**src/rtl/cgra_io_probe_if.sv**
```systemverilog
// Pin-side bundle of the CGRA I/O probe: run handshake, load-data capture and probe readout.
// master drives the stimulus side (pins/bench); slave is the probe itself.
interface cgra_io_probe_if #(
  parameter int unsigned NUM_CH    = 2,
  parameter int unsigned DWIDTH    = 32,
  parameter int unsigned OWIDTH    = 8,
  parameter int unsigned SEL_WIDTH = 2
);
  logic                     run_start;
  logic                     accel_start;
  logic                     accel_done;
  logic                     load_en;
  logic [NUM_CH*DWIDTH-1:0] data_load;
  logic [SEL_WIDTH-1:0]     probe_sel;
  logic [OWIDTH-1:0]        probe_out;
  logic                     probe_busy;
  logic                     probe_done;

  modport master (
    output run_start, accel_done, load_en, data_load, probe_sel,
    input  accel_start, probe_out, probe_busy, probe_done
  );

  modport slave (
    input  run_start, accel_done, load_en, data_load, probe_sel,
    output accel_start, probe_out, probe_busy, probe_done
  );
endinterface

```
**src/rtl/cgra_io_probe.sv**
```systemverilog
// Run-control and observation harness: one accelerator run, per-channel MISR signatures, run-cycle
// counter, all read back through a narrow registered probe. Counter built only with
// CGRA_PROBE_CYCLE_COUNT_EN defined.
module cgra_io_probe #(
  parameter int unsigned NUM_CH    = 2,
  parameter int unsigned DWIDTH    = 32,
  parameter int unsigned OWIDTH    = 8,
  parameter int unsigned CNT_WIDTH = 16,
  parameter int unsigned SEL_WIDTH = 2,
  parameter logic [31:0] POLY      = 32'h04C11DB7
) (
  input logic             clk,
  input logic             rst_n,
  cgra_io_probe_if.slave  bus
);

  localparam logic [DWIDTH-1:0] Poly = DWIDTH'(POLY);

  if ((DWIDTH % OWIDTH) != 0 || CNT_WIDTH == 0 || (2 ** SEL_WIDTH) < (NUM_CH + 1)) begin : g_bad_cfg
    $error("cgra_io_probe: unsupported parameter combination");
  end

  typedef enum logic [1:0] {StIdle, StStart, StRun, StDone} state_e;

  state_e state_q, state_d;

  logic [DWIDTH-1:0] sig_q [NUM_CH];
  logic [DWIDTH-1:0] sig_d [NUM_CH];
  logic [OWIDTH-1:0] probe_q, probe_d;

  function automatic logic [DWIDTH-1:0] misr_step(input logic [DWIDTH-1:0] sig,
                                                  input logic [DWIDTH-1:0] data);
    return ({sig[DWIDTH-2:0], 1'b0} ^ (sig[DWIDTH-1] ? Poly : '0)) ^ data;
  endfunction

  function automatic logic [OWIDTH-1:0] fold_data(input logic [DWIDTH-1:0] v);
    logic [OWIDTH-1:0] acc;
    acc = '0;
    for (int i = 0; i < int'(DWIDTH / OWIDTH); i++) acc ^= v[i*OWIDTH +: OWIDTH];
    return acc;
  endfunction

  always_comb begin
    state_d = state_q;
    unique case (state_q)
      StIdle:  if (bus.run_start) state_d = StStart;
      StStart: state_d = StRun;
      StRun:   if (bus.accel_done) state_d = StDone;
      StDone:  if (bus.run_start) state_d = StStart;
      default: state_d = StIdle;
    endcase
  end

  assign bus.accel_start = (state_q == StStart);
  assign bus.probe_busy  = (state_q == StStart) || (state_q == StRun);
  assign bus.probe_done  = (state_q == StDone);
  assign bus.probe_out   = probe_q;

  // A word arriving with Accel_Done is still folded in before DONE.
  always_comb begin
    for (int k = 0; k < int'(NUM_CH); k++) begin
      sig_d[k] = sig_q[k];
      if (state_q == StStart) begin
        sig_d[k] = '0;
      end else if (state_q == StRun && bus.load_en) begin
        sig_d[k] = misr_step(sig_q[k], bus.data_load[k*DWIDTH +: DWIDTH]);
      end
    end
  end

`ifdef CGRA_PROBE_CYCLE_COUNT_EN
  localparam int unsigned CntPad = ((CNT_WIDTH + OWIDTH - 1) / OWIDTH) * OWIDTH;

  logic [CNT_WIDTH-1:0] cnt_q, cnt_d;
  logic [CntPad-1:0]    cnt_ext;

  always_comb begin
    cnt_d = cnt_q;
    if (state_q == StStart) begin
      cnt_d = '0;
    end else if (state_q == StRun && cnt_q != '1) begin
      cnt_d = cnt_q + 1'b1;
    end
  end

  always_ff @(posedge clk or negedge rst_n) begin
    if (!rst_n) cnt_q <= '0;
    else        cnt_q <= cnt_d;
  end

  assign cnt_ext = CntPad'(cnt_q);

  function automatic logic [OWIDTH-1:0] fold_cnt(input logic [CntPad-1:0] v);
    logic [OWIDTH-1:0] acc;
    acc = '0;
    for (int i = 0; i < int'(CntPad / OWIDTH); i++) acc ^= v[i*OWIDTH +: OWIDTH];
    return acc;
  endfunction
`endif

  // Unmapped selects (including the counter slot when it is not built) read as zero.
  always_comb begin
    probe_d = '0;
    for (int k = 0; k < int'(NUM_CH); k++) begin
      if (bus.probe_sel == SEL_WIDTH'(k)) probe_d = fold_data(sig_q[k]);
    end
`ifdef CGRA_PROBE_CYCLE_COUNT_EN
    if (bus.probe_sel == SEL_WIDTH'(NUM_CH)) probe_d = fold_cnt(cnt_ext);
`endif
  end

  always_ff @(posedge clk or negedge rst_n) begin
    if (!rst_n) begin
      state_q <= StIdle;
      probe_q <= '0;
      for (int k = 0; k < int'(NUM_CH); k++) sig_q[k] <= '0;
    end else begin
      state_q <= state_d;
      probe_q <= probe_d;
      for (int k = 0; k < int'(NUM_CH); k++) sig_q[k] <= sig_d[k];
    end
  end

endmodule

```
**src/flat_wrapper.sv**
```systemverilog
// flat-port wrapper written by rule: the top's interface ports become plain ports
module cgra_io_probe_flat 
#(
  parameter int unsigned NUM_CH    = 2,
  parameter int unsigned DWIDTH    = 32,
  parameter int unsigned OWIDTH    = 8,
  parameter int unsigned CNT_WIDTH = 16,
  parameter int unsigned SEL_WIDTH = 2,
  parameter logic [31:0] POLY      = 32'h04C11DB7
)
  (clk, rst_n, bus_run_start, bus_accel_done, bus_load_en, bus_data_load, bus_probe_sel, bus_accel_start, bus_probe_out, bus_probe_busy, bus_probe_done);
  cgra_io_probe_if #(.NUM_CH(NUM_CH), .DWIDTH(DWIDTH), .OWIDTH(OWIDTH), .SEL_WIDTH(SEL_WIDTH)) bus_i ();
  input logic clk;
  input logic rst_n;
  input wire logic [$bits(bus_i.run_start)-1:0] bus_run_start;
  input wire logic [$bits(bus_i.accel_done)-1:0] bus_accel_done;
  input wire logic [$bits(bus_i.load_en)-1:0] bus_load_en;
  input wire logic [$bits(bus_i.data_load)-1:0] bus_data_load;
  input wire logic [$bits(bus_i.probe_sel)-1:0] bus_probe_sel;
  output wire logic [$bits(bus_i.accel_start)-1:0] bus_accel_start;
  output wire logic [$bits(bus_i.probe_out)-1:0] bus_probe_out;
  output wire logic [$bits(bus_i.probe_busy)-1:0] bus_probe_busy;
  output wire logic [$bits(bus_i.probe_done)-1:0] bus_probe_done;
  assign bus_i.run_start = bus_run_start;
  assign bus_i.accel_done = bus_accel_done;
  assign bus_i.load_en = bus_load_en;
  assign bus_i.data_load = bus_data_load;
  assign bus_i.probe_sel = bus_probe_sel;
  assign bus_accel_start = bus_i.accel_start;
  assign bus_probe_out = bus_i.probe_out;
  assign bus_probe_busy = bus_i.probe_busy;
  assign bus_probe_done = bus_i.probe_done;
  cgra_io_probe #(.NUM_CH(NUM_CH), .DWIDTH(DWIDTH), .OWIDTH(OWIDTH), .CNT_WIDTH(CNT_WIDTH), .SEL_WIDTH(SEL_WIDTH), .POLY(POLY)) u_core (.clk(clk), .rst_n(rst_n), .bus(bus_i));
endmodule
```
**config.mk**
```make
export PLATFORM = sky130hd
export DESIGN_NAME = cgra_io_probe_flat
export DESIGN_NICKNAME = d
export VERILOG_FILES = /design/src/rtl/cgra_io_probe_if.sv /design/src/rtl/cgra_io_probe.sv /design/src/flat_wrapper.sv
export SDC_FILE = /design/constraint.sdc
export NUM_CORES = 1
export LEC_CHECK = 0
export CAP_MARGIN = 20
export CORE_MARGIN = 5
export CORE_UTILIZATION = 32
export DETAILED_ROUTE_END_ITERATION = 8
export PLACE_DENSITY = 0.51
export SYNTH_ARGS = -nofsm -noshare
export SYNTH_HDL_FRONTEND = slang
export SYNTH_SLANG_ARGS = --single-unit
```
**constraint.sdc**
```tcl
create_clock -name clk -period 2.7 [get_ports clk]
set_input_delay 0.81 -clock clk [delete_from_list [all_inputs] [get_ports clk]]
set_output_delay 0.81 -clock clk [all_outputs]
set_load 0.02 [all_outputs]
```
==> results.md, run 1 <==
- Grt total ovfl: 0
- Commonest cells in the netlist: xnor2_1, dfrtp_1, nand2_1
- Metal-1 WL: around 4500 um
- Layout cells sized above 1: 4.968%
- Cells after Synth: 380
- Die area: around 15000 sq um
- # rows: 40
- Min Clock Period, post-route: between 2000 and 3000 ps
- Final Max Slew Viols: 0
- P per Cell Area: 1279 nW/um^2
- Reg area: ~1900 sq um
- Die Wd: 120.6 um
- Fill cell count: 1163
- Number of synthesized flops with an enable pin: 0
- Most frequent cell after synthesis: xnor2_1
- DRC Markers: 0
- Longest Clk Path Bufs: 2
- Via total after detailed routing: 2734
- FMAX: 0.3826 GHz
- Syn avg cell area: 10.31 sq um
- Status: complete, no violations
- Number of global-route vias before repair: 2916
- Critical Path Source Type: flip-flop
- Nets: 533
- Largest net degree at the start of global routing: 65
- Setup TNS: 0 ps
- Slew HR: between 50% and 60%
- CTS tree: yes
- Core box area: 12010 sq um
- Port bufs: 81
- Clock skew: ~6.2 ps
- Initial Util: between 30 and 40%
- Routed Antenna Nets: 0
- Drt first pass iters: 4
- Post-synthesis register bit count: 74
- 1st-iter DRT viols: 89
- CTS Buf Count: 9
- Cells after DPL: 594
- Post-Synthesis Net Count: 455
- Max rail drop VDD: about 970 uV
- CTS root buffer: clkbuf_16
- Global-route usage over all layers: 13.37%
- Met3 WL: 315 um
- WL met2: 4301 um
- First-pass GRT wire length: 15110 um
- Synth top area share: around 47%
- Seq/Total Area, Yosys: 47.27%
- N_diodes: 0
- Final setup vio count: 0
- Fin cells: 610
- Largest area contributor in the netlist: dfrtp_1
- Worst-path fanout max: 4
- Post-CTS Setup Inserts: 0
- Fin. Hold Viols: 0
- Mapped cell area: 3918 sq um
- Required time worst endpoint: 1890 ps
- Clk sink count: 74
- Gpl congestion: between 0.7 and 0.8
- RSZ-0062 raised after global routing: no
- Die Ht: around 120 um
- Endpoint class of the critical path: primary output
- Clk_lat worst skew: 330 ps
- Synth area leaders: dfrtp_1, xnor2_1, nand2_1
- Via-per-instance ratio: 4.482
- LEAKAGE: 0.002147 uW
- Layout area overhead: 32.71%
- Final HPWL DP: around 6700 um
- Clock Pin Slew Worst Setup and Hold Paths: 60 ps
- CTS hold repair buffers: 0
- Netlist cell types: 23
- Period utilization: a little over nine tenths
- Post-cts sizing count: 0
- WS Path Type: reg2out
- H-tree Lvls: 3
- Max Cap Viol: 0
- Ys Warns: 0
- I/O pin cnt: 82
- Wirelength per Cell: 15.23 um
- Async SR Flop Fraction: 100.0%
- Min-delay worst type: in2async
- Initial antenna violation count: 0
- Data arrival time of the worst path: 1800 ps
- Top sig layer: met4
- Final WL: 9292 um
- Top FF cell, synth: dfrtp_1
- Area occupied by multi-input gates: 1926 sq um
- Worst Tran Pin Value: between 600 and 700 ps
[critical path, stage by stage, from the launching register on]
cell and delay [ps]:
dfrtp_1 400, inv_1 80, ha_1 330, inv_1 70, clkdlybuf4s50_1 600
[registers in the layout (all words and copies together) (netlist names)]
signal and count:
u_core.bus.probe_out 8, u_core.state_q 2, u_core.sig_q 64
[per-layer routing]
layer	vias up	GRT usage [%]
li1	1373	-
met1	1304	18.55
met2	49	20.54
met3	8	2.900
met4	0	4.816
met5	-	0
[where the power goes]
group | leakage, uW | switching [uW] | internal [uW]
combinational | 0.000976 | 1490 | 1580
sequential | 0.00100 | 580 | 1600
clock | 0.000169 | 447 | 953
total | 0.00215 | 2520 | 4130
[per-stage QoR]
stage / hold WS, ps / total power (uW) / worst slack (ps) / util, % / area (sq um)
after global placement: 491.5 / 5270 / 351.0 / 40.33 / 4845
after floorplan: 474.9 / 4464 / 1006 / - / 3918
after CTS: 451.9 / 6756 / 63.77 / 43.28 / 5199
final: 445.2 / 6651 / 86.42 / 43.28 / 5199
after global routing: 471.4 / 7143 / 11.04 / 43.28 / 5199
after detailed placement: 502.4 / 5313 / 298.5 / 40.33 / 4845
[final timing paths]
kind	start	to	cells past startpoint	slack, ps
max	u_core.state_q[0]	bus_probe_busy	4	90
min	rst_n	u_core.sig_q[2]	1	450
max reg2reg	u_core.state_q[0]	u_core.sig_q[28]	6	900
min reg2reg	u_core.sig_q[15]	u_core.sig_q[15]	2	510
max in group asynchronous	rst_n	u_core.sig_q[32]	2	1590
min in group clk	u_core.sig_q[15]	u_core.sig_q[15]	2	510
[cells in the final DEF, fill, tap and decap left out, drive strengths merged]
master / instances
xnor2: 112
clkdlybuf4s50: 80
dfrtp: 74
o21ai: 62
nand2: 61
xor2: 24
clkbuf: 12
o22ai: 8
buf: 6
inv: 4
a22o: 4
ha: 4
bufinv: 3
or2: 2
a21oi: 2
nand2b: 1
nor2: 1
nor2b: 1
mux2i: 1
clkinvlp: 1
[kinds of logic (layout without fill, tap and decap cells)]
family | count (synthesis) | in the layout | synth area share [%]
simple gates | 66 | 66 | 6.580
buf+inv | 23 | 106 | 3.768
xor+xnor | 136 | 136 | 30.41
flops | 74 | 74 | 47.27
compound gates | 76 | 76 | 10.44
fa+ha+maj | 4 | 4 | 1.278
mux | 1 | 1 | 0.2555
[layout make-up]
class	instances	area share, %
multi-input combinational	283	37.04
tap	147	3.538
clock inverter	4	1.877
inverter	4	0.2888
timing repair buffer	86	16.70
clock buffer	12	4.934
sequential	74	35.62
Power figures use the tool's default switching activity.
==> inputs of run 2 (changes only) <==
Settings changed: MAX_ROUTING_LAYER set to met4.
==> results.md, run 2 (synthesized netlist as in run 1, its figures left out) <==
- Max rail drop VDD: ~980 uV
- Critical path, cell by cell: inv_1 -> ha_1 -> inv_1 -> clkdlybuf4s50_1
- Final HPWL DP: 6705 um
- P per Cell Area: ~1300 nW/um^2
- Largest Register: u_core.sig_q
- Initial antenna violation count: 0
- Layout cells sized above 1: 4.968%
- Place WS: 298.5 ps
- Wirelength per Cell: 15.26 um
- Post-cts sizing count: 0
- I/O pin cnt: 82
- N_diodes: 0
- Gpl congestion: 0.7573
- Data arrival time of the worst path: 1810 ps
- Setup TNS: 0 ps
- Grt total ovfl: 0
- Final Max Slew Viols: 0
- Util after Layout: 43.28%
- Min Clock Period, post-route: 2621 ps
- Final WL: around 9300 um
- 1st-iter DRT viols: 67
- Min-delay worst type: in2async
- Die Wd: 120.6 um
- Port bufs: 81
- Placed Area: about 4800 sq um
- Clock Pin Slew Worst Setup and Hold Paths: 60 ps
- Die area: 14560 sq um
- Post-CTS Setup Inserts: 0
- Period utilization: 97.08%
- Critical Path Max Stage Delay: 600 ps
- Clk sink count: between 70 and 80
- WS Path Type: reg2out
- RSZ-0062 raised after global routing: no
- Initial Util: 32.61%
- Die Ht: 120.6 um
- Clk_lat worst skew: 330 ps
- Reg2Reg Setup Slack: 900 ps
- Final setup vio count: 0
- LEAKAGE: 0.002147 uW
- CTS tree: yes
- Status: complete, no violations
- DRC Markers: 0
- Drt first pass iters: 4
- Via-per-instance ratio: approximately 4.5
- Worst setup margin: about 79 ps
- Largest net degree at the start of global routing: 65
- Clock skew: between 6 and 7 ps
- H-tree Lvls: 3
- CTS hold repair buffers: 0
- Worst Tran Pin Value: about 630 ps
- Number of global-route vias before repair: approximately 2.9k
- Critical Path Source Type: flip-flop
- Slew HR: ~58%
- Endpoint class of the critical path: primary output
- Via total after detailed routing: about 2.7k
- Most frequent cells in the layout: xnor2_1, clkdlybuf4s50_1, dfrtp_1
- FMAX: approximately 0.38 GHz
- Core box area: 12010 sq um
- Global-route usage over all layers: a little over an eighth
- Required time worst endpoint: 1890 ps
- CTS Buf Count: 9
- # rows: 40
- Cell area after layout: 5199 sq um
- Routed Antenna Nets: 0
- Longest Clk Path Bufs: 2
- CP max stage cell: clkdlybuf4s50_1
- Layout area overhead: 32.71%
- Max reg flops: 64
- Fin. Hold Viols: 0
- First-pass GRT wire length: 15100 um
- CTS root buffer: clkbuf_16
- Max Cap Viol: 0
- Nets: 533
- Crit path top cell by count: inv_1
- Worst-path fanout max: 4
- Commonest non-fill, non-tap cell in the layout: xnor2_1
run 2: final timing paths:
| path | from | to | depth (start not counted) |
|---|---|---|---|
| worst max register to register | u_core.state_q[0] | u_core.sig_q[28] | 6 |
| max in group asynchronous | rst_n | u_core.bus.probe_out[0] | 2 |
| worst min register to register | u_core.sig_q[15] | u_core.sig_q[15] | 2 |
| worst max-delay path | u_core.state_q[0] | bus_probe_busy | 4 |
| worst min-delay path | rst_n | u_core.sig_q[2] | 1 |
| min in group clk | u_core.sig_q[15] | u_core.sig_q[15] | 2 |
run 2: cell type report:
type / count / area (sq um)
clock buffer: 12 / 256.5
clock inverter: 4 / 97.59
fill: 1163 / 6813
inverter: 4 / 15.01
multi-input combinational: 283 / 1926
sequential: 74 / 1852
tap: 147 / 183.9
timing repair buffer: 86 / 868.3
run 2: layer usage:
metal	part of all wire (%)	vias up	track usage (%)
li1	-	1375	-
met5	0	-	-
met1	49	1287	18.67
met4	1.6	0	4.816
met3	3.6	11	2.666
met2	46	57	20.57
run 2: through the flow:
| step | instances | total power (uW) | hold slack [ps] |
|---|---|---|---|
| finish | 610 | 6657 | 445.1 |
| global route | 610 | 7145 | 470.7 |
| CTS | 610 | 6756 | 451.9 |
| detailed placement | 594 | 5313 | 502.4 |
| global placement | 594 | 5270 | 491.5 |
| floorplan | 380 | 4464 | 474.9 |
run 2: power breakdown:
group	internal, uW	leakage, uW	switching, uW
sequential	1600	0.00100	579
clock	954	0.000169	454
combinational	1580	0.000976	1490
run 2: critical path, delay by kind of cell, from the launching register on:
| kind | cells | cell delay (ps) |
|---|---|---|
| fa+ha+maj | 1 | 330 |
| flops | 1 | 400 |
| buf+inv | 3 | 750 |
==> inputs of run 3 (changes only) <==
Settings changed: GPL_ROUTABILITY_DRIVEN set to 0, GPL_TIMING_DRIVEN set to 0.
==> results.md, run 3 (synthesized netlist as in run 1, its figures left out) <==
- Status: complete, no violations
- Register share of total power: 32.0%
- Wirelength per Cell: 15.10 um
- First-pass GRT wire length: 15530 um
- Routed Antenna Nets: 0
- Endpoint class of the critical path: primary output
- Die area: 14560 sq um
- I/O pin cnt: 82
- FMAX: 0.3866 GHz
- Final Max Slew Viols: 0
- Max rail drop VDD: roughly 500 uV
- 1st-iter DRT viols: approximately 120
- CTS hold repair buffers: 0
- CTS tree: yes
- RSZ-0062 raised after global routing: no
- CTS root buffer: clkbuf_16
- WHS: 386.2 ps
- Data arrival time of the worst path: between 1500 and 2000 ps
- Port bufs: 81
- Clock Pin Slew Worst Setup and Hold Paths: 60 ps
- Core box area: 12010 sq um
- Grt total ovfl: 0
- Worst-path fanout max: 4
- N_diodes: 0
- Placed Area: 4937 sq um
- Switching part of the total: 38.25%
- LEAKAGE: 0.002185 uW
- P per Cell Area: 1263 nW/um^2
- Met3 GRT Util: 2.572%
- Slew HR: roughly 64%
- DRC Markers: 0
- Final setup vio count: 0
- Worst setup margin: 113.6 ps
- CP Buf/Inv Count: 3
- Drt first pass iters: 4
- Crit path top cell by count: inv_1
- Place WS: approximately 280 ps
- Clk_lat worst skew: 340 ps
- Via-per-instance ratio: 4.458
- Critical Path Max Stage Delay: 600 ps
- Critical path, cell by cell: inv_1 -> ha_1 -> inv_1 -> clkdlybuf4s50_1
- Commonest non-fill, non-tap cell in the layout: xnor2_1
- Period utilization: 95.79%
- Die Wd: 120.6 um
- Via total after detailed routing: 2786
- Initial antenna violation count: 0
- Met1 Usage GRT: 19.06%
- Worst Tran Pin Value: between 500 and 600 ps
- Clock network fraction of total power: between 20% and 30%
- Overall power: 6665 uW
- Most frequent cells in the layout: xnor2_1, clkdlybuf4s50_1, dfrtp_1
- Critical Path Source Type: flip-flop
- Fin cells: 625
- Fin. Hold Viols: 0
- Final HPWL DP: slightly above 7000 um
- Cell area after layout: ~5300 sq um
- Clock skew: 12.11 ps
- Number of global-route vias before repair: 3055
- WS Path Type: reg2out
- CTS Buf Count: 9
- Post-CTS Setup Inserts: 0
- Min Clock Period, post-route: around 2600 ps
- Top Usage Layer GRT: met2
- Die Ht: 120.6 um
- Min-delay worst type: in2async
- Post-cts sizing count: 0
- Initial Util: 32.61%
- P_int: 4116 uW
- Largest net degree at the start of global routing: 51
- Crit-path leading delay family: buffers and inverters
- Final WL: 9438 um
- Reg2Reg Setup Slack: between 800 and 900 ps
- # rows: 40
- Global-route usage over all layers: between 10 and 15%
- M2 GR Usage: 21.31%
- Nets: 548
- H-tree Lvls: 3
- Max Cap Viol: 0
- Max reg flops: 64
- Longest Clk Path Bufs: 2
- Gate power share: between 40% and 50%
- Sw Pwr: 2549 uW
- CP max stage cell: clkdlybuf4s50_1
- Clk sink count: 74
- Layout area overhead: 34.69%
- Largest Register: u_core.sig_q
- Layout cells sized above 1: 6.904%
- Required time worst endpoint: about 1900 ps
- Cells after DPL: 609
==> run 3: changes by cell type in the layout (fill, tap and decap cells not counted), moves of 2 or more <==
| cell | previous run | this run |
|---|---|---|
| clkbuf_1 | 1 | 5 |
| buf_8 | 0 | 2 |
| buf_2 | 1 | 7 |
| buf_6 | 0 | 4 |
| buf_12 | 2 | 0 |
| buf_4 | 3 | 1 |
==> run 3: power by group through the flow <==
stage	logic (uW)	clock network (uW)	registers [uW]
2_1_floorplan	2390	0	2070
3_3_place_gp	3210	0	2140
3_5_place_dp	3220	0	2160
4_1_cts	3240	1370	2140
5_1_grt	3530	1420	2210
6_report	3180	1350	2130
==> run 3: worst register-to-register path, stage by stage, from the launching register on <==
cell,delay [ps]
dfrtp_1,400
inv_1,70
ha_1,230
a21oi_2,470
clkbuf_1,420
nand2_1,110
o21ai_1,80
==> run 3: final cells by class <==
type                       count  area [sq um]
inverter                       4         15.01
timing repair buffer          82         835.8
sequential                    74          1852
fill                        1166          6735
multi-input combinational    283          1918
tap                          147         183.9
buffer                        19         132.6
clock inverter                 4         72.57
clock buffer                  12         266.5
==> run 3: metrics by stage <==
step	util [%]	TNS [ps]
3_3_place_gp	40.90	-147130
2_1_floorplan	-	0
3_5_place_dp	41.10	0
4_1_cts	43.93	0
5_1_grt	43.93	0
6_report	43.93	0
==> run 3: final timing paths <==
path	cells past startpoint	from	end
max	4	u_core.state_q[0]	bus_probe_busy
min	1	rst_n	u_core.sig_q[10]
max reg2reg	6	u_core.state_q[0]	u_core.sig_q[63]
min reg2reg	2	u_core.sig_q[15]	u_core.sig_q[15]
max in group asynchronous	2	rst_n	u_core.bus.probe_out[3]
min in group clk	2	u_core.sig_q[15]	u_core.sig_q[15]
==> run 3: per-layer routing <==
metal	up-vias	part of all wire (%)
met5	-	0
li1	1413	-
met3	12	3.3
met1	1306	49
met4	0	2.0
met2	55	46
